<file path="src/rtl/puf_response_ctrl_if.sv">
// Signal bundle between the PUF measurement sequencer and its environment:
// the start/done handshake, the two edge counts, the RO mux/gate/clear
// controls and the response result.
interface puf_response_ctrl_if #(
  parameter int CNT_W    = 16,
  parameter int NUM_BITS = 8,
  parameter int SEL_W    = 3
);
  logic                start;
  logic [CNT_W-1:0]    cnt_a;
  logic [CNT_W-1:0]    cnt_b;
  logic [SEL_W-1:0]    ro_sel;
  logic                ro_en;
  logic                cnt_clr;
  logic                busy;
  logic                done;
  logic [NUM_BITS-1:0] response;
  logic [NUM_BITS-1:0] tie_mask;
  logic                sat;
  logic                resp_valid;

  // Sequencer side.
  modport master (
    input  start, cnt_a, cnt_b,
    output ro_sel, ro_en, cnt_clr, busy, done, response, tie_mask, sat, resp_valid
  );

  // Host / counter side.
  modport slave (
    output start, cnt_a, cnt_b,
    input  ro_sel, ro_en, cnt_clr, busy, done, response, tie_mask, sat, resp_valid
  );
endinterface

</file>
<file path="src/rtl/puf_response_ctrl.sv">
// PUF response sequencer: for each RO pair, clear both counters, let them
// settle, gate the rings for a fixed window, wait for in-flight edges, then
// compare the two counts into one response bit.
//
// state  | meaning
// IDLE   | waiting for start
// CLEAR  | pair selected, counters cleared (1 cycle)
// SETTLE | SETTLE_CYC cycles of quiet after the clear
// COUNT  | WINDOW cycles with the rings gated on
// HOLD   | HOLD_CYC cycles so the last edges reach the counters
// CMP    | sample cnt_a/cnt_b and record one response bit (1 cycle)
// DONE   | run complete, result published (1 cycle)
//
// Outputs are registered images of the current state, so every output
// shows the state of the previous cycle. busy also lags by one cycle, and a
// start is only taken while both the state and busy say idle, which keeps
// the visible done/busy cycle from accepting a new run.
module puf_response_ctrl #(
  parameter int CNT_W      = 16,
  parameter int NUM_BITS   = 8,
  parameter int SEL_W      = 3,
  parameter int WINDOW     = 1024,
  parameter int SETTLE_CYC = 4,
  parameter int HOLD_CYC   = 2
) (
  input logic clk,
  input logic rst_n,
  puf_response_ctrl_if.master bus
);

  typedef enum logic [2:0] {
    IDLE, CLEAR, SETTLE, COUNT, HOLD, CMP, DONE
  } state_t;

  localparam int TMR_MAX = (WINDOW > SETTLE_CYC) ?
                           ((WINDOW > HOLD_CYC) ? WINDOW : HOLD_CYC) :
                           ((SETTLE_CYC > HOLD_CYC) ? SETTLE_CYC : HOLD_CYC);
  localparam int TMR_W = $clog2(TMR_MAX + 1);

  localparam logic [TMR_W-1:0] LD_SETTLE = TMR_W'(SETTLE_CYC - 1);
  localparam logic [TMR_W-1:0] LD_WINDOW = TMR_W'(WINDOW - 1);
  localparam logic [TMR_W-1:0] LD_HOLD   = TMR_W'(HOLD_CYC - 1);
  localparam logic [SEL_W-1:0] IDX_LAST  = SEL_W'(NUM_BITS - 1);
  localparam logic [CNT_W-1:0] CNT_FULL  = {CNT_W{1'b1}};

  state_t              state, state_nxt;
  logic [TMR_W-1:0]    tmr, tmr_nxt;
  logic [SEL_W-1:0]    idx, idx_nxt;
  logic [NUM_BITS-1:0] resp_q, resp_nxt;
  logic [NUM_BITS-1:0] tie_q, tie_nxt;
  logic                sat_q, sat_nxt;
  logic                rv_q, rv_nxt;
  logic [SEL_W-1:0]    ro_sel_q;
  logic                ro_en_q, cnt_clr_q, busy_q, done_q;

  // Next-state, phase timer, pair index and result bookkeeping.
  always_comb begin
    state_nxt = state;
    tmr_nxt   = tmr;
    idx_nxt   = idx;
    resp_nxt  = resp_q;
    tie_nxt   = tie_q;
    sat_nxt   = sat_q;
    rv_nxt    = rv_q;
    case (state)
      IDLE: begin
        if (bus.start && !busy_q) begin
          idx_nxt   = '0;
          resp_nxt  = '0;
          tie_nxt   = '0;
          sat_nxt   = 1'b0;
          rv_nxt    = 1'b0;
          state_nxt = CLEAR;
        end
      end
      CLEAR: begin
        tmr_nxt   = LD_SETTLE;
        state_nxt = SETTLE;
      end
      SETTLE: begin
        if (tmr == '0) begin
          tmr_nxt   = LD_WINDOW;
          state_nxt = COUNT;
        end else begin
          tmr_nxt = tmr - 1'b1;
        end
      end
      COUNT: begin
        if (tmr == '0) begin
          tmr_nxt   = LD_HOLD;
          state_nxt = HOLD;
        end else begin
          tmr_nxt = tmr - 1'b1;
        end
      end
      HOLD: begin
        if (tmr == '0) state_nxt = CMP;
        else           tmr_nxt   = tmr - 1'b1;
      end
      CMP: begin
        resp_nxt[idx] = (bus.cnt_a > bus.cnt_b);
        tie_nxt[idx]  = (bus.cnt_a == bus.cnt_b);
        sat_nxt       = sat_q | (bus.cnt_a == CNT_FULL) | (bus.cnt_b == CNT_FULL);
        if (idx == IDX_LAST) begin
          state_nxt = DONE;
        end else begin
          idx_nxt   = idx + 1'b1;
          state_nxt = CLEAR;
        end
      end
      DONE: begin
        rv_nxt    = 1'b1;
        state_nxt = IDLE;
      end
      default: state_nxt = IDLE;
    endcase
  end

  // State and datapath registers.
  always_ff @(posedge clk or negedge rst_n) begin
    if (!rst_n) begin
      state  <= IDLE;
      tmr    <= '0;
      idx    <= '0;
      resp_q <= '0;
      tie_q  <= '0;
      sat_q  <= 1'b0;
      rv_q   <= 1'b0;
    end else begin
      state  <= state_nxt;
      tmr    <= tmr_nxt;
      idx    <= idx_nxt;
      resp_q <= resp_nxt;
      tie_q  <= tie_nxt;
      sat_q  <= sat_nxt;
      rv_q   <= rv_nxt;
    end
  end

  // Registered control outputs decoded from the current state; counters are
  // held cleared while in reset.
  always_ff @(posedge clk or negedge rst_n) begin
    if (!rst_n) begin
      ro_sel_q  <= '0;
      ro_en_q   <= 1'b0;
      cnt_clr_q <= 1'b1;
      busy_q    <= 1'b0;
      done_q    <= 1'b0;
    end else begin
      if (state == CLEAR) ro_sel_q <= idx;
      ro_en_q   <= (state == COUNT);
      cnt_clr_q <= (state == CLEAR);
      busy_q    <= (state != IDLE);
      done_q    <= (state == DONE);
    end
  end

  assign bus.ro_sel     = ro_sel_q;
  assign bus.ro_en      = ro_en_q;
  assign bus.cnt_clr    = cnt_clr_q;
  assign bus.busy       = busy_q;
  assign bus.done       = done_q;
  assign bus.response   = resp_q;
  assign bus.tie_mask   = tie_q;
  assign bus.sat        = sat_q;
  assign bus.resp_valid = rv_q;

endmodule

</file>
<file path="src/flat_wrapper.sv">
// flat-port wrapper written by rule: the top's interface ports become plain ports
module puf_response_ctrl_flat 
#(
  parameter int CNT_W      = 16,
  parameter int NUM_BITS   = 8,
  parameter int SEL_W      = 3,
  parameter int WINDOW     = 1024,
  parameter int SETTLE_CYC = 4,
  parameter int HOLD_CYC   = 2
)
  (clk, rst_n, bus_start, bus_cnt_a, bus_cnt_b, bus_ro_sel, bus_ro_en, bus_cnt_clr, bus_busy, bus_done, bus_response, bus_tie_mask, bus_sat, bus_resp_valid);
  puf_response_ctrl_if #(.CNT_W(CNT_W), .NUM_BITS(NUM_BITS), .SEL_W(SEL_W)) bus_i ();
  input logic clk;
  input logic rst_n;
  input wire logic [$bits(bus_i.start)-1:0] bus_start;
  input wire logic [$bits(bus_i.cnt_a)-1:0] bus_cnt_a;
  input wire logic [$bits(bus_i.cnt_b)-1:0] bus_cnt_b;
  output wire logic [$bits(bus_i.ro_sel)-1:0] bus_ro_sel;
  output wire logic [$bits(bus_i.ro_en)-1:0] bus_ro_en;
  output wire logic [$bits(bus_i.cnt_clr)-1:0] bus_cnt_clr;
  output wire logic [$bits(bus_i.busy)-1:0] bus_busy;
  output wire logic [$bits(bus_i.done)-1:0] bus_done;
  output wire logic [$bits(bus_i.response)-1:0] bus_response;
  output wire logic [$bits(bus_i.tie_mask)-1:0] bus_tie_mask;
  output wire logic [$bits(bus_i.sat)-1:0] bus_sat;
  output wire logic [$bits(bus_i.resp_valid)-1:0] bus_resp_valid;
  assign bus_i.start = bus_start;
  assign bus_i.cnt_a = bus_cnt_a;
  assign bus_i.cnt_b = bus_cnt_b;
  assign bus_ro_sel = bus_i.ro_sel;
  assign bus_ro_en = bus_i.ro_en;
  assign bus_cnt_clr = bus_i.cnt_clr;
  assign bus_busy = bus_i.busy;
  assign bus_done = bus_i.done;
  assign bus_response = bus_i.response;
  assign bus_tie_mask = bus_i.tie_mask;
  assign bus_sat = bus_i.sat;
  assign bus_resp_valid = bus_i.resp_valid;
  puf_response_ctrl #(.CNT_W(CNT_W), .NUM_BITS(NUM_BITS), .SEL_W(SEL_W), .WINDOW(WINDOW), .SETTLE_CYC(SETTLE_CYC), .HOLD_CYC(HOLD_CYC)) u_core (.clk(clk), .rst_n(rst_n), .bus(bus_i));
endmodule
</file>
<file path="config.mk">
export PLATFORM = sky130hd
export DESIGN_NAME = puf_response_ctrl_flat
export DESIGN_NICKNAME = d
export VERILOG_FILES = /design/src/rtl/puf_response_ctrl_if.sv /design/src/rtl/puf_response_ctrl.sv /design/src/flat_wrapper.sv
export SDC_FILE = /design/constraint.sdc
export NUM_CORES = 1
export LEC_CHECK = 0
export ABC_AREA = 1
export CORE_ASPECT_RATIO = 1.25
export CORE_UTILIZATION = 28
export CTS_CLUSTER_DIAMETER = 30
export DETAILED_ROUTE_END_ITERATION = 7
export PLACE_DENSITY = 0.54
export REMOVE_ABC_BUFFERS = 1
export SYNTH_ARGS = -nofsm -noshare
export SYNTH_HDL_FRONTEND = slang
export SYNTH_SLANG_ARGS = --single-unit
</file>
<file path="constraint.sdc">
create_clock -name clk -period 1.7 [get_ports clk]
set_input_delay 0.34 -clock clk [delete_from_list [all_inputs] [get_ports clk]]
set_output_delay 0.34 -clock clk [all_outputs]
set_load 0.01 [all_outputs]
</file>
Word level (Yosys, flattened, before mapping)
Cells that the tools add are included.
{"block": "classes", "n_addsub": 2, "n_lt_le_gt_ge": 3, "n_eq_ne": 16, "n_mux": 23, "n_bitwise": 2, "n_reduce_logical": 14}
{"operator": "11-bit case mux with 4 select lines", "count": 1}
{"operator": "11-bit 2-to-1 mux", "count": 3}
{"operator": "16-bit equality test (second input constant)", "count": 2}
{"operator": "8-bit case mux with 2 select lines", "count": 2}
{"operator": "3-bit 2-to-1 mux", "count": 7}
{"operator": "3-bit case mux with 6 select lines", "count": 1}
{"operator": "8-bit bitwise mux", "count": 2}
{"operator": "16-bit equality test", "count": 1}
{"operator": "16-bit greater-than comparator", "count": 1}
{"operator": "3-bit equality test (second input constant)", "count": 4}
{"operator": "11-bit logical NOT", "count": 1}
{"operator": "11-bit by 1-bit subtractor with 11-bit output (second input constant)", "count": 1}
{"operator": "8-bit 2-to-1 mux", "count": 1}
{"operator": "2-bit by 1-bit inequality test with 1-bit output (second input constant)", "count": 4}
{"operator": "3-bit by 2-bit equality test with 1-bit output (second input constant)", "count": 2}
{"operator": "3-bit case mux with 2 select lines", "count": 1}
{"operator": "2-bit AND reduction", "count": 3}
{"operator": "3-bit by 4-bit < comparator with 1-bit output (second input constant)", "count": 1}
{"operator": "2-bit inequality test (second input constant)", "count": 2}
{"operator": "1-bit case mux with 2 select lines", "count": 2}
{"operator": "4-bit AND reduction", "count": 1}
{"operator": "2-bit nonzero test", "count": 2}
{"operator": "4-bit nonzero test", "count": 1}
{"operator": "3-bit by 1-bit adder with 3-bit output (second input constant)", "count": 1}
{"operator": "10 further kinds", "count": 13}
{"block": "word_totals", "register_bits": 42, "in_bits": 35, "elab_cells": 72}

Depth between registers and ports, before layout
Gate-level depths: netlist of run 1.
{"block": "depth", "word_depth": 6, "ltp_mapped": 13, "mapped_depth_nobuf": 13}

Worst setup path before layout of run 1
No wires, ideal clock.
{"block": "synth_path", "path_kind": "input port to flip-flop", "startpoint": "in bus_cnt_b[15]", "endpoint": "reg u_core.resp_q[1] (netlist: u_core.bus.response[1])", "setup_ns": 0.118, "arrival_ns": 1.453, "path_slack_ns": 0.129, "path_stages": 8, "path_buffers": 1, "cell_sequence": "inv_1 ha_1 nand2_1 nor3_1 nand3_1 clkbuf_1 nand3_1 nand2_1"}
{"block": "synth_via", "elab_chain_len": 3}
{"item": "start, declared", "line": "flat_wrapper.sv:17", "source": "input wire logic [$bits(bus_i.cnt_b)-1:0] bus_cnt_b;"}
{"item": "16-bit greater-than comparator", "line": "puf_response_ctrl.sv:101", "source": "resp_nxt[idx] = (bus.cnt_a > bus.cnt_b);"}
{"item": "8-bit bitwise mux", "line": "puf_response_ctrl.sv:101"}
{"item": "8-bit case mux with 2 select lines", "line": "puf_response_ctrl.sv:65", "source": "case (state)"}
{"item": "end signal, assigned", "line": "puf_response_ctrl.sv:133", "source": "resp_q <= resp_nxt;"}
{"item": "end, declared", "line": "puf_response_ctrl.sv:49", "source": "logic [NUM_BITS-1:0] resp_q, resp_nxt;"}
Every way passes these cells.
A chain may end at the register's enable or synchronous reset.

Worst setup path in the final report of run 1
{"block": "layout_path", "startpoint": "in bus_cnt_b[7]", "endpoint": "reg u_core.resp_q[0] (netlist: u_core.bus.response[0])"}
The elaborated chain is that of the path after synthesis.

==> results of run 1 <==
-- critical path, stage by stage --
cell and delay [ns]:
clkdlybuf4s50_1 0.48, inv_1 0.08, ha_4 0.27, nand2_1 0.07
nor2_2 0.12, nand2_1 0.06, nand2_1 0.07, nand2_2 0.06
nand2_4 0.14, nand3_2 0.09, nand2_1 0.06
-- worst min-delay path by stage --
| stage | depth (start not counted) | slack, ns | end |
|---|---|---|---|
| 3_3_place_gp | 2 | 0.34 | u_core.bus.ro_en |
| 4_1_cts | 2 | 0.03 | u_core.idx[0] |
| 6_report | 2 | 0.03 | u_core.bus.resp_valid |
| 5_1_grt | 2 | 0.04 | u_core.idx[0] |
| 3_5_place_dp | 2 | 0.34 | u_core.tmr[9] |
| 2_1_floorplan | 0 | 0.04 | u_core.bus.busy |
-- flip-flops by register name, summed over array words and instances, names as in the netlist, 3 cells and up --
name / flops
u_core.bus.ro_sel: 3
u_core.bus.response: 8
u_core.bus.tie_mask: 8
u_core.state: 3
u_core.idx: 3
u_core.tmr: 11
-- through the flow --
step | hold slack (ns) | setup slack, ns | utilization [%]
final | 0.0296 | 0.0871 | 42.2
after global routing | 0.0424 | -0.0274 | 42.2
after CTS | 0.0312 | -0.00723 | 41.1
after detailed placement | 0.339 | -0.423 | 37.7
after global placement | 0.335 | -0.404 | 37.7
after floorplan | 0.0444 | 0.123 | -
-- cell type report --
class,instances,area share [%]
Multi-Input combinational cell,247,40.1
Clock inverter,3,0.718
Timing Repair Buffer,72,18.9
Tap cell,123,4.02
Inverter,56,5.49
Clock buffer,5,3.27
Sequential cell,42,27.5
-- logic make-up (layout without fill, tap and decap cells) --
| logic type | Yosys count | after routing |
|---|---|---|
| AND/OR/NAND/NOR | 186 | 186 |
| buffers and inverters | 59 | 136 |
| flip-flops | 42 | 42 |
| AO/OA/AOI/OAI | 38 | 38 |
| adder cells (fa/ha/maj) | 20 | 20 |
| XOR/XNOR | 3 | 3 |
-- cell usage in the layout, fill, tap and decap left out, types with 2 or more instances in the layout --
cell	n
nor3_1	2
xor2_1	2
inv_1	45
o21ai_1	7
o21ai_0	17
clkdlybuf4s50_1	37
dlymetal6s2s_1	13
nand3_1	43
nor2_1	22
inv_2	10
buf_6	2
nor2_2	3
ha_1	12
clkbuf_16	5
ha_4	8
dlygate4sd2_1	8
nand2_1	81
nand4_1	12
nand3_2	12
nor3_2	2
nand2_2	4
a21oi_1	6
a21oi_2	4
dfrtp_1	41
buf_4	10
-- repair_timing --
| item | in CTS | in global routing |
|---|---|---|
| resized for setup | 43 | 28 |
| setup buffers | 1 | 0 |
| endpoints found under the setup margin | 16 | 29 |
| pin swaps | 8 | 11 |
| gates cloned | 1 | 0 |
-- report_power, final --
part	internal (uW)	switching [uW]	leakage, uW	total [uW]
Clock	560	421	0.0000723	980
Sequential	1180	153	0.000567	1340
Combinational	694	1060	0.00137	1750
-- layer usage --
metal	GRT usage, %	vias up	wire length [microns]
li1	-	1294	-
met1	16.9	1199	2880
met2	29.3	45	3710
met3	2.63	4	234
met4	3.11	0	39
met5	0	-	0
==> flow_metrics.tcl, run 1 <==
set metrics [dict create \
    status "finished, final reports clean" \
    io_buffer_count 59 \
    setup_viol 0 \
    start_util_pct 28.7 \
    finalSetupTns_ns 0 \
    cp_max_fo 8 \
    synthMostInstantiatedCell "nand2_1" \
    ant_nets 0 \
    coreArea_sq_um 9080 \
    ys_warn_count 0 \
    leakage_uw 0.00201 \
    regToRegEndpoint "u_core.tmr[6]" \
    p_total_uw 4070 \
    drt_wl_total_mm 6.87 \
    cts.reportedPaths.clkPinSlew_ns 0.07 \
    clock_tree.root_cell "clkbuf_16" \
    rr_worst_depth 9 \
    hp-class "in2async" \
    place_hpwl_mm 5.10 \
    slew-limit-headroom_pct 77.4 \
    io-pin-count 60 \
    synthXorXnorAreaFrac_pct 1.01 \
    multiInputGateArea_sq_um 1540 \
    yosysSeqAreaShare_pct 40.4 \
    fin_crit_ns 1.61 \
    grt_use_total_pct 15.1 \
    viasPerCell 4.64 \
    crit_type "in2reg" \
    place_area_sq_um 3430 \
    synth_mux_area_share_pct 0 \
    first_pass_iters 4 \
    drcViolationCount 0 \
    die_y_microns 110 \
    place_inst 538 \
    synth_top_area_share_pct 39.4 \
    nets 479 \
    cp-end-kind "flop" \
    grt_pass1_vias 2546 \
    r2r_slack_ns 0.11 \
    antenna_cells 0 \
    synth_compound_area_share_pct 7.93 \
    avgSynthCellArea_sq_um 7.48 \
    synth_top_family_by_area "simple AND/OR/NAND/NOR gates" \
    crit_end "u_core.bus.response[0]" \
    timing.rr.start "u_core.tmr[0]" \
    slew_viol_final 0 \
    syn_to_final_growth_pct 47.1 \
    fin_area_sq_um 3830 \
    syn_inst 348 \
    antenna_found_initial 0 \
    rsz0062_at_grt "true" \
    synth_edf_count 0 \
    synth_seq_cells 42 \
    overflow 0 \
    synthAdderAreaFrac_pct 9.61 \
    worst_ep_required_time_ns 1.93 \
    cts_sinks 42 \
    synthFlopType "dfrtp_1" \
    cts_htree_levels 2 \
    synth_cell_types 26 \
    layout.cells.non_filler 548 \
    cts_tree "done" \
    fin_crit_sh_pct 94.9 \
    ff_latch_area_sq_um 1050 \
    synth_area_leaders "dfrtp_1 (39%), nand2_1 (12%), nand3_1 (10%), ha_1 (9.6%), inv_1 (7.5%)" \
    die_w_microns 88.3 \
    yosys-top-cells-count "nand2_1 (85), nand3_1 (53), inv_1 (52), dfrtp_1 (41), o21ai_0 (25)" \
    yosysTopAreaCell "dfrtp_1" \
    irDropWorstVdd_mv 0.473 \
    dr_total_vias 2542 \
    clk_path_buf_depth 2 \
    die_area_sq_um 9690 \
    clock_latency_ns 0.29 \
    drt_iter0_drc 58 \
    grt_max_degree 43 \
    cts_buffers 5 \
    maxCapViolCount 0 \
    num_rows 39 \
    hold_viol_final 0 \
    ctsHoldBuffers 0 \
    worstSetupStartpoint "bus_cnt_b[7]" \
    syn-cell-area_sq_um 2600 \
    wire_per_inst_microns 12.5 \
    grt_pass1_wl_mm 11.4 \
    synthArstFlopShare_pct 100 \
    drive_gt1_share_pct 16.9 \
    nFillCells 938 \
    synthSimpleGateAreaFrac_pct 32.5 \
    cp_data_arrival_time_ns 1.84 \
    p_per_area_nw_per_um2 1060 \
    skew_ns 0.0140 \
    critPathLaunchType "input pin" \
    fmax_mhz 620 \
    worstMarginPinSlew_ns 0.337 \
    gp_congestion 0.837 \
]
(Power assumes the default switching activity.)
==> run 2: changes to the inputs <==
--- a/config.mk
+++ b/config.mk
@@ -10,7 +10,7 @@
 export CORE_UTILIZATION = 28
 export CTS_CLUSTER_DIAMETER = 30
 export DETAILED_ROUTE_END_ITERATION = 7
-export PLACE_DENSITY = 0.54
+export PLACE_DENSITY = 0.48
 export REMOVE_ABC_BUFFERS = 1
 export SYNTH_ARGS = -nofsm -noshare
 export SYNTH_HDL_FRONTEND = slang
==> run 2 against run 1 <==
Sequential cell count did not move. Combinational power rose by 4%. Die area did not move. Core utilization rose by 0.25 points. Fmax fell by 2.8%. Clock power barely moved. First-iteration DRC count rose by 81%. Power rose by 2.1%. Clock skew fell by 0.0059 ns. Global-route usage rose by 0.39 points. Critical endpoint is now bus_cnt_clr. Largest cell class unchanged.
==> flow_metrics.tcl, run 2 (synthesis gave the netlist of run 1 again) <==
set metrics [dict create \
    seq_power_share_pct 32.1 \
    start_util_pct 28.7 \
    cp_max_fo 1 \
    dr_total_vias 2571 \
    slew_viol_final 0 \
    fmax_mhz 603 \
    drive_gt1_share_pct 17.4 \
    timing.rr.start "u_core.tmr[0]" \
    coreArea_sq_um 9080 \
    nets 486 \
    leakage_uw 0.00198 \
    setup_viol 0 \
    num_rows 39 \
    fin_crit_ns 1.66 \
    die_area_sq_um 9690 \
    p_sw_share_pct 40.5 \
    p_total_uw 4160 \
    slew-limit-headroom_pct 74.9 \
    overflow 0 \
    crit_end "bus_cnt_clr" \
    crit_family "buffers and inverters" \
    power.internal_uw 2470 \
    io-pin-count 60 \
    cts_tree "done" \
    cpPeakStageDelay_ns 0.52 \
    critical_path_buf_inv_count 1 \
    top_layer "met4" \
    grt_use_total_pct 15.5 \
    wl_met1_mm 2.87 \
    crit_type "reg2out" \
    die_w_microns 88.3 \
    p_per_area_nw_per_um2 1080 \
    clock_tree.root_cell "clkbuf_16" \
    place_hpwl_mm 5.28 \
    cp-end-kind "output pin" \
    maxCapViolCount 0 \
    rr_worst_depth 9 \
    worst_ep_required_time_ns 1.36 \
    hold_viol_final 0 \
    cts_sinks 42 \
    worstMarginPinSlew_ns 0.373 \
    fin_area_sq_um 3850 \
    drt_wl_total_mm 7.03 \
    wl_met2_mm 3.84 \
    rsz0062_at_grt "false" \
    grt_max_degree 43 \
    drcViolationCount 0 \
    regToRegEndpoint "u_core.tmr[5]" \
    io_buffer_count 59 \
    die_y_microns 110 \
    p_clk_share_pct 24.2 \
    antenna_found_initial 0 \
    cts.reportedPaths.clkPinSlew_ns 0.07 \
    first_pass_iters 4 \
    top_register "u_core.tmr" \
    cp_data_arrival_time_ns 1.32 \
    grt_pass1_wl_mm 11.6 \
    clock_latency_ns 0.29 \
    fin_crit_sh_pct 97.6 \
    drt_iter0_drc 105 \
    cts_buffers 5 \
    critPathLaunchType "flop" \
    wl_met3_microns 237 \
    ant_nets 0 \
    status "finished, final reports clean" \
    clk_path_buf_depth 2 \
    gp_congestion 0.812 \
    grt_pass1_vias 2603 \
    ctsHoldBuffers 0 \
    largest_reg_flops 11 \
    viasPerCell 4.63 \
    irDropWorstVdd_mv 0.489 \
    crit_chain "clkdlybuf4s50_1" \
    crit_path_top_delay_cell "clkdlybuf4s50_1" \
    syn_to_final_growth_pct 48.0 \
    final_cell_mix "nand2_1 (79), nand3_1 (50), inv_1 (47)" \
    p_sw_uw 1680 \
    final_common_cell "nand2_1" \
    skew_ns 0.00811 \
    antenna_cells 0 \
    place_area_sq_um 3480 \
    r2r_slack_ns 0.13 \
    wire_per_inst_microns 12.7 \
    cts_htree_levels 2 \
    power_frac_comb_pct 43.7 \
    hp-class "in2async" \
    worstSetupStartpoint "u_core.bus.cnt_clr" \
    cp_num_cells 1 \
]
==> run 2: changes by cell type in the layout (fill, tap and decap cells not counted), sizes merged <==
cell,previous run,this run
buf,14,21
clkinv,1,2
clkdlybuf4s50,37,43
clkinvlp,1,0
dlygate4sd2,8,10
dlymetal6s2s,13,5
==> run 2: per-layer routing <==
metal	GRT usage [%]	vias to the layer above
li1	-	1305
met1	16.8	1211
met2	30.0	48
met3	3.15	7
met4	4.03	0
met5	0	-
==> run 2: repair_timing <==
action,4_1_cts,5_1_grt
setup endpoints to repair,16,29
gates resized for setup,23,38
pin swaps,6,7
cloned,1,0
setup buffers,0,1
==> run 2: worst min-delay path by stage <==
stage	from	endpoint	slack, ns
floorplan	rst_n	u_core.bus.busy	0.04
global placement	rst_n	u_core.bus.done	0.34
detailed placement	rst_n	u_core.bus.ro_en	0.34
CTS	rst_n	u_core.bus.response[0]	0.03
global route	rst_n	u_core.bus.response[0]	0.04
finish	rst_n	u_core.bus.tie_mask[0]	0.02
==> run 2: power groups by stage <==
stage,Sequential (uW),Combinational [uW],Clock (uW)
final,1330,1820,1000
after CTS,1330,1720,1030
after detailed placement,1350,1710,0
after global placement,1350,1700,0
after global routing,1360,2060,1070
after floorplan,1360,1020,0
==> run 2: stage by stage <==
| stage | hold slack [ns] | TNS, ns | setup WS (ns) | instances | util (%) |
|---|---|---|---|---|---|
| final | 0.0209 | 0 | 0.0405 | 555 | 42.5 |
| after global placement | 0.340 | -5.75 | -0.368 | 545 | 38.3 |
| after CTS | 0.0307 | 0 | 0.0109 | 554 | 40.5 |
| after detailed placement | 0.337 | -6.15 | -0.410 | 545 | 38.3 |
| after global routing | 0.0397 | 0 | 0.00500 | 555 | 42.5 |
| after floorplan | 0.0444 | 0 | 0.123 | 345 | - |
==> run 2: area by class of cell <==
class                           count  area, sq um
Tap cell                          123          154
Sequential cell                    42         1050
Clock inverter                      3         28.8
Inverter                           56          210
Multi-Input combinational cell    247         1530
Clock buffer                        5          125
Fill cell                         958         5220
Timing Repair Buffer               79          756
==> run 3: changes to the inputs <==
--- a/config.mk
+++ b/config.mk
@@ -8,6 +8,7 @@
 export ABC_AREA = 1
 export CORE_ASPECT_RATIO = 1.25
 export CORE_UTILIZATION = 28
+export CTS_BUF_LIST = sky130_fd_sc_hd__clkbuf_8
 export CTS_CLUSTER_DIAMETER = 30
 export DETAILED_ROUTE_END_ITERATION = 7
 export PLACE_DENSITY = 0.48
==> run 3 against run 2 <==
Clock power is 29% lower. Via count is 0.78% higher. First-iteration DRC count is 12% higher. Combinational power hardly changed. Core utilization is 0.62 points lower. Worst hold slack better by 0.48 ns. Die area stayed put. Power is 7.6% lower.
==> flow_metrics.tcl, run 3 (synthesis gave the netlist of run 1 again) <==
set metrics [dict create \
    wl_met2_mm 3.86 \
    worst_ep_required_time_ns 1.90 \
    hold-path-endpoint "u_core.bus.ro_sel[2]" \
    critPathLaunchType "input pin" \
    drt_iter0_drc 118 \
    status "finished, final reports clean" \
    fin_hold_ws_ns 0.500 \
    io_buffer_count 59 \
    worstMarginPinSlew_ns 0.379 \
    setup_viol 0 \
    die_y_microns 110 \
    cp_max_fo 8 \
    hold_path_depth 2 \
    regToRegEndpoint "u_core.state[2]" \
    cp_data_arrival_time_ns 1.81 \
    syn_to_final_growth_pct 45.8 \
    final_core_util_pct 41.8 \
    io-pin-count 60 \
    slew-limit-headroom_pct 74.6 \
    rr_worst_depth 7 \
    clock_tree.root_cell "clkbuf_8" \
    first_pass_iters 4 \
    cts_tree "done" \
    slew_viol_final 0 \
    grt_pass1_vias 2617 \
    post-cts-setup-buffers 0 \
    viasPerCell 4.67 \
    die_w_microns 88.3 \
    num_rows 39 \
    crit_type "in2reg" \
    grt_max_degree 43 \
    p_per_area_nw_per_um2 1010 \
    skew_ns 0.0127 \
    fmax_mhz 623 \
    crit_chain "clkdlybuf4s50_1 > inv_1 > ha_1 > nand2_1 > inv_1 > nand2_1 > nand2_1 > nand2_1 > nand2_1 > nand2_2 > nand2_4 > nand3_1 > nand2_1" \
    drt_wl_total_mm 6.93 \
    rsz0062_at_grt "false" \
    antenna_found_initial 0 \
    cts_sinks 42 \
    cp-end-kind "flop" \
    timing.rr.start "u_core.state[0]" \
    top_layer "met4" \
    min_from "u_core.bus.ro_sel[2]" \
    final_common_cell "nand2_1" \
    top_register "u_core.tmr" \
    wl_met1_mm 2.79 \
    crit_path_top_delay_cell "clkdlybuf4s50_1" \
    ant_nets 0 \
    drive_gt1_share_pct 16.2 \
    gp_congestion 0.812 \
    grt_pass1_wl_mm 11.5 \
    leakage_uw 0.00201 \
    clock_latency_ns 0.30 \
    overflow 0 \
    cpPeakStageDelay_ns 0.48 \
    coreArea_sq_um 9080 \
    dr_total_vias 2591 \
    place_hpwl_mm 5.28 \
    hp-class "reg2reg" \
    cts_htree_levels 2 \
    drcViolationCount 0 \
    final_cell_mix "nand2_1 (80), nand3_1 (50), inv_1 (47)" \
    grt_use_total_pct 15.2 \
    wire_per_inst_microns 12.5 \
    clk_path_buf_depth 2 \
    start_util_pct 28.7 \
    wl_met3_microns 199 \
    maxCapViolCount 0 \
    irDropWorstVdd_mv 0.337 \
    fin_crit_ns 1.60 \
    cts.reportedPaths.clkPinSlew_ns 0.10 \
    place_inst 545 \
    cpMostUsedCell "nand2_1" \
    antenna_cells 0 \
    r2r_slack_ns 0.13 \
    die_area_sq_um 9690 \
    layout.cells.non_filler 555 \
    cts_buffers 5 \
    hold_viol_final 0 \
    nets 486 \
    fin_crit_sh_pct 94.4 \
    largest_reg_flops 11 \
]
run 3: cell types whose count changed in the layout (fill, tap and decap cells not counted), sizes merged:
cell           previous run  this run
dlygate4sd2              10         0
dlymetal6s2s              5        13
clkdlybuf4s50            43        45
buf                      21        20
dlygate4sd3               0         1
run 3: power by group:
group | switching, uW | internal [uW] | leakage, uW
clock | 402 | 308 | 0.0000506
combinational | 1070 | 724 | 0.00139
sequential | 151 | 1180 | 0.000567
total | 1630 | 2210 | 0.00201
run 3: critical path, delay by kind of cell:
kind          cells  cell delay (ns)
simple gates      9             0.60
buf+inv           3             0.57
fa+ha+maj         1             0.30
run 3: worst max path at each step:
stage,slack [ns],depth (start not counted),from,to
detailed placement,-0.41,9,bus_cnt_b[15],u_core.bus.response[6]
global route,0.002,7,u_core.state[0],u_core.state[2]
finish,0.1,13,bus_cnt_b[3],u_core.bus.response[0]
floorplan,0.12,7,bus_cnt_b[15],u_core.bus.response[1]
global placement,-0.37,9,bus_cnt_b[15],u_core.bus.response[6]
CTS,0.004,1,u_core.bus.cnt_clr,bus_cnt_clr
run 3: metal layers:
metal	track usage, %	up-vias
met5	0	-
met4	4.72	0
met3	2.25	7
met2	29.8	47
met1	16.3	1227
li1	-	1310
run 3: repair_timing:
action	in CTS	in global routing
pin swaps	0	9
endpoints found under the hold margin	5	0
gates resized for setup	3	53
hold buffers	1	0
endpoints found under the setup margin	16	30
gates cloned	0	1
run 3: layout make-up:
class,instances,area (sq um)
fill,967,5280
clock inverter,3,28.8
inverter,56,210
sequential,42,1050
tap,123,154
multi-input combinational,247,1490
timing repair buffer,79,791
clock buffer,5,68.8
run 3: through the flow:
step | instance area, sq um | TNS [ns] | total power [uW] | setup WS [ns]
floorplan | 2590 | 0 | 2380 | 0.123
detailed placement | 3480 | -6.15 | 3060 | -0.410
global placement | 3480 | -5.75 | 3060 | -0.368
CTS | 3600 | 0 | 3800 | 0.00448
global route | 3800 | 0 | 4180 | 0.00165
finish | 3800 | 0 | 3840 | 0.0957
==> variant (settings of run 1) <==
Reset style: synchronous (`rst_n`), changed in 2 clocked blocks.
--- a/src/rtl/puf_response_ctrl.sv
+++ b/src/rtl/puf_response_ctrl.sv
@@ -118,5 +118,5 @@
 
   // State and datapath registers.
-  always_ff @(posedge clk or negedge rst_n) begin
+  always_ff @(posedge clk) begin
     if (!rst_n) begin
       state  <= IDLE;
@@ -140,5 +140,5 @@
   // Registered control outputs decoded from the current state; counters are
   // held cleared while in reset.
-  always_ff @(posedge clk or negedge rst_n) begin
+  always_ff @(posedge clk) begin
     if (!rst_n) begin
       ro_sel_q  <= '0;
Function: differs if rst_n is asserted again (counterexample within 4 cycles, from zero or initial values and one cycle with rst_n low); with rst_n held inactive, the same outputs for 10 cycles.
==> variant against run 1 <==
  * Setup slack lost 0.037 ns
  * Critical path depth did not move
  * Sequential cell count unchanged
  * Routed wire length is 2.4% higher
  * Global-route usage increased by 0.054 points
  * Area after synthesis fell by 3.4%
  * First-iteration DRC count shrank 10%
  * Final area is essentially flat
  * Sequential power is 13% lower
  * Power shrank 3.7%
  * Critical endpoint is now u_core.bus.response[7]
  * Largest cell class unchanged
==> variant: results (changes against run 1) <==
Internal - 2.26 mW (was 2.44 mW)
R2R Path End - u_core.tmr[0] (was u_core.tmr[6])
Synth Area in Compound Gates - 12.0% (was 7.93%)
Async set or reset register ratio after synthesis - 0% (was 100%)
Vias in the first global route - 2610 (was 2546)
Detail Placement HPWL - 5340 um (was 5100 um)
Max_slew headroom - 76.3% (was 77.4%)
Peak supply drop - 0.000547 V (was 0.000473 V)
Mean Syn Cell Area - 6.67 um2 (was 7.48 um2)
Period utilisation layout - 97.0% (was 94.9%)
Clk pwr - 0.805 mW (was 0.980 mW)
Adder-Cell Fraction of Synth Area - 9.95% (was 9.61%)
Post-synth top cells - nand2_1 (85), inv_1 (56), nand3_1 (47) (was nand2_1 (85), nand3_1 (53), inv_1 (52))
Global routing usage on met3 - 2.29% (was 2.63%)
Nets - 515 (was 479)
Fraction of layout instances using a drive strength above 1 - 20.4% (was 16.9%)
Cell variety after synth - 26 (unchanged)
Placed cell count - 570 (was 538)
Detailed Route WL - 7030 um (was 6870 um)
Worst setup path end - u_core.bus.response[7] (was u_core.bus.response[0])
Initial antenna violation count - 0 (unchanged)
Largest cells by area after synthesis - dfxtp_1 (33%), nand2_1 (13%), ha_1 (10%) (was dfrtp_1 (39%), nand2_1 (12%), nand3_1 (10%))
Global routing usage on met2 - 30.4% (was 29.3%)
Clock Skew - 0.00940 ns (was 0.0140 ns)
GPL Wtd Cong - 0.820 (was 0.837)
ANT cells - 0 (unchanged)
Status - finished, final reports clean (unchanged)
Placed cell areas - 3370 um2 (was 3430 um2)
Root buffer cell - clkbuf_8 (was clkbuf_16)
Total Power - 3.92 mW (was 4.07 mW)
Reg2Reg Setup Slack - 0.13 ns (was 0.11 ns)
Dpl ws - -0.471 ns (was -0.423 ns)
Gr usage total - 15.2% (was 15.1%)
Worst R2R Start - u_core.tmr[1] (was u_core.tmr[0])
Critical path launch point - bus_cnt_b[4] (was bus_cnt_b[7])
M1 GR Usage - 16.3% (was 16.9%)
LEAKAGE - 1.76 nW (was 2.01 nW)
Flop pwr share - 29.9% (was 32.8%)
Global-route wire length before repair - 11300 um (was 11400 um)
Drt first pass iters - 4 (unchanged)
Hold Path Class - register to register (was primary input to async pin)
Hold_ws - 0.468 ns (was 0.0296 ns)
Seq/Total Area, Yosys - 33.4% (was 40.4%)
Vias per inst - 4.64 (about the same)
CP arrival - 1.88 ns (was 1.84 ns)
[variant: area by class of cell]
type	instances	area (um2)
Multi-Input combinational cell	272	1700
Timing Repair Buffer	80	806
Inverter	59	224
Tap cell	120	150
Sequential cell	42	843
Clock inverter	2	37.5
Fill cell	887	4870
Clock buffer	6	72.6
[variant: layer usage]
metal | wire, um | vias up
li1 | - | 1398
met1 | 2910 | 1260
met2 | 3930 | 31
met3 | 156 | 5
met4 | 38 | 0
met5 | 0 | -
[variant: repair_timing]
| item | CTS | global route |
|---|---|---|
| buffers inserted | 3 | 0 |
| pin swaps | 11 | 22 |
| gates cloned | 0 | 1 |
| resized for setup | 23 | 67 |
| setup endpoints to repair | 16 | 30 |
| hold buffers | 0 | 0 |
[variant: critical path, stage by stage]
cell             delay [ns]
clkdlybuf4s50_1        0.45
inv_1                  0.05
ha_1                   0.29
nand2_2                0.06
nor2_4                 0.11
nand2_1                0.06
nand2_1                0.07
nand2_2                0.07
nand2_4                0.14
nand3_2                0.10
a21oi_2                0.13
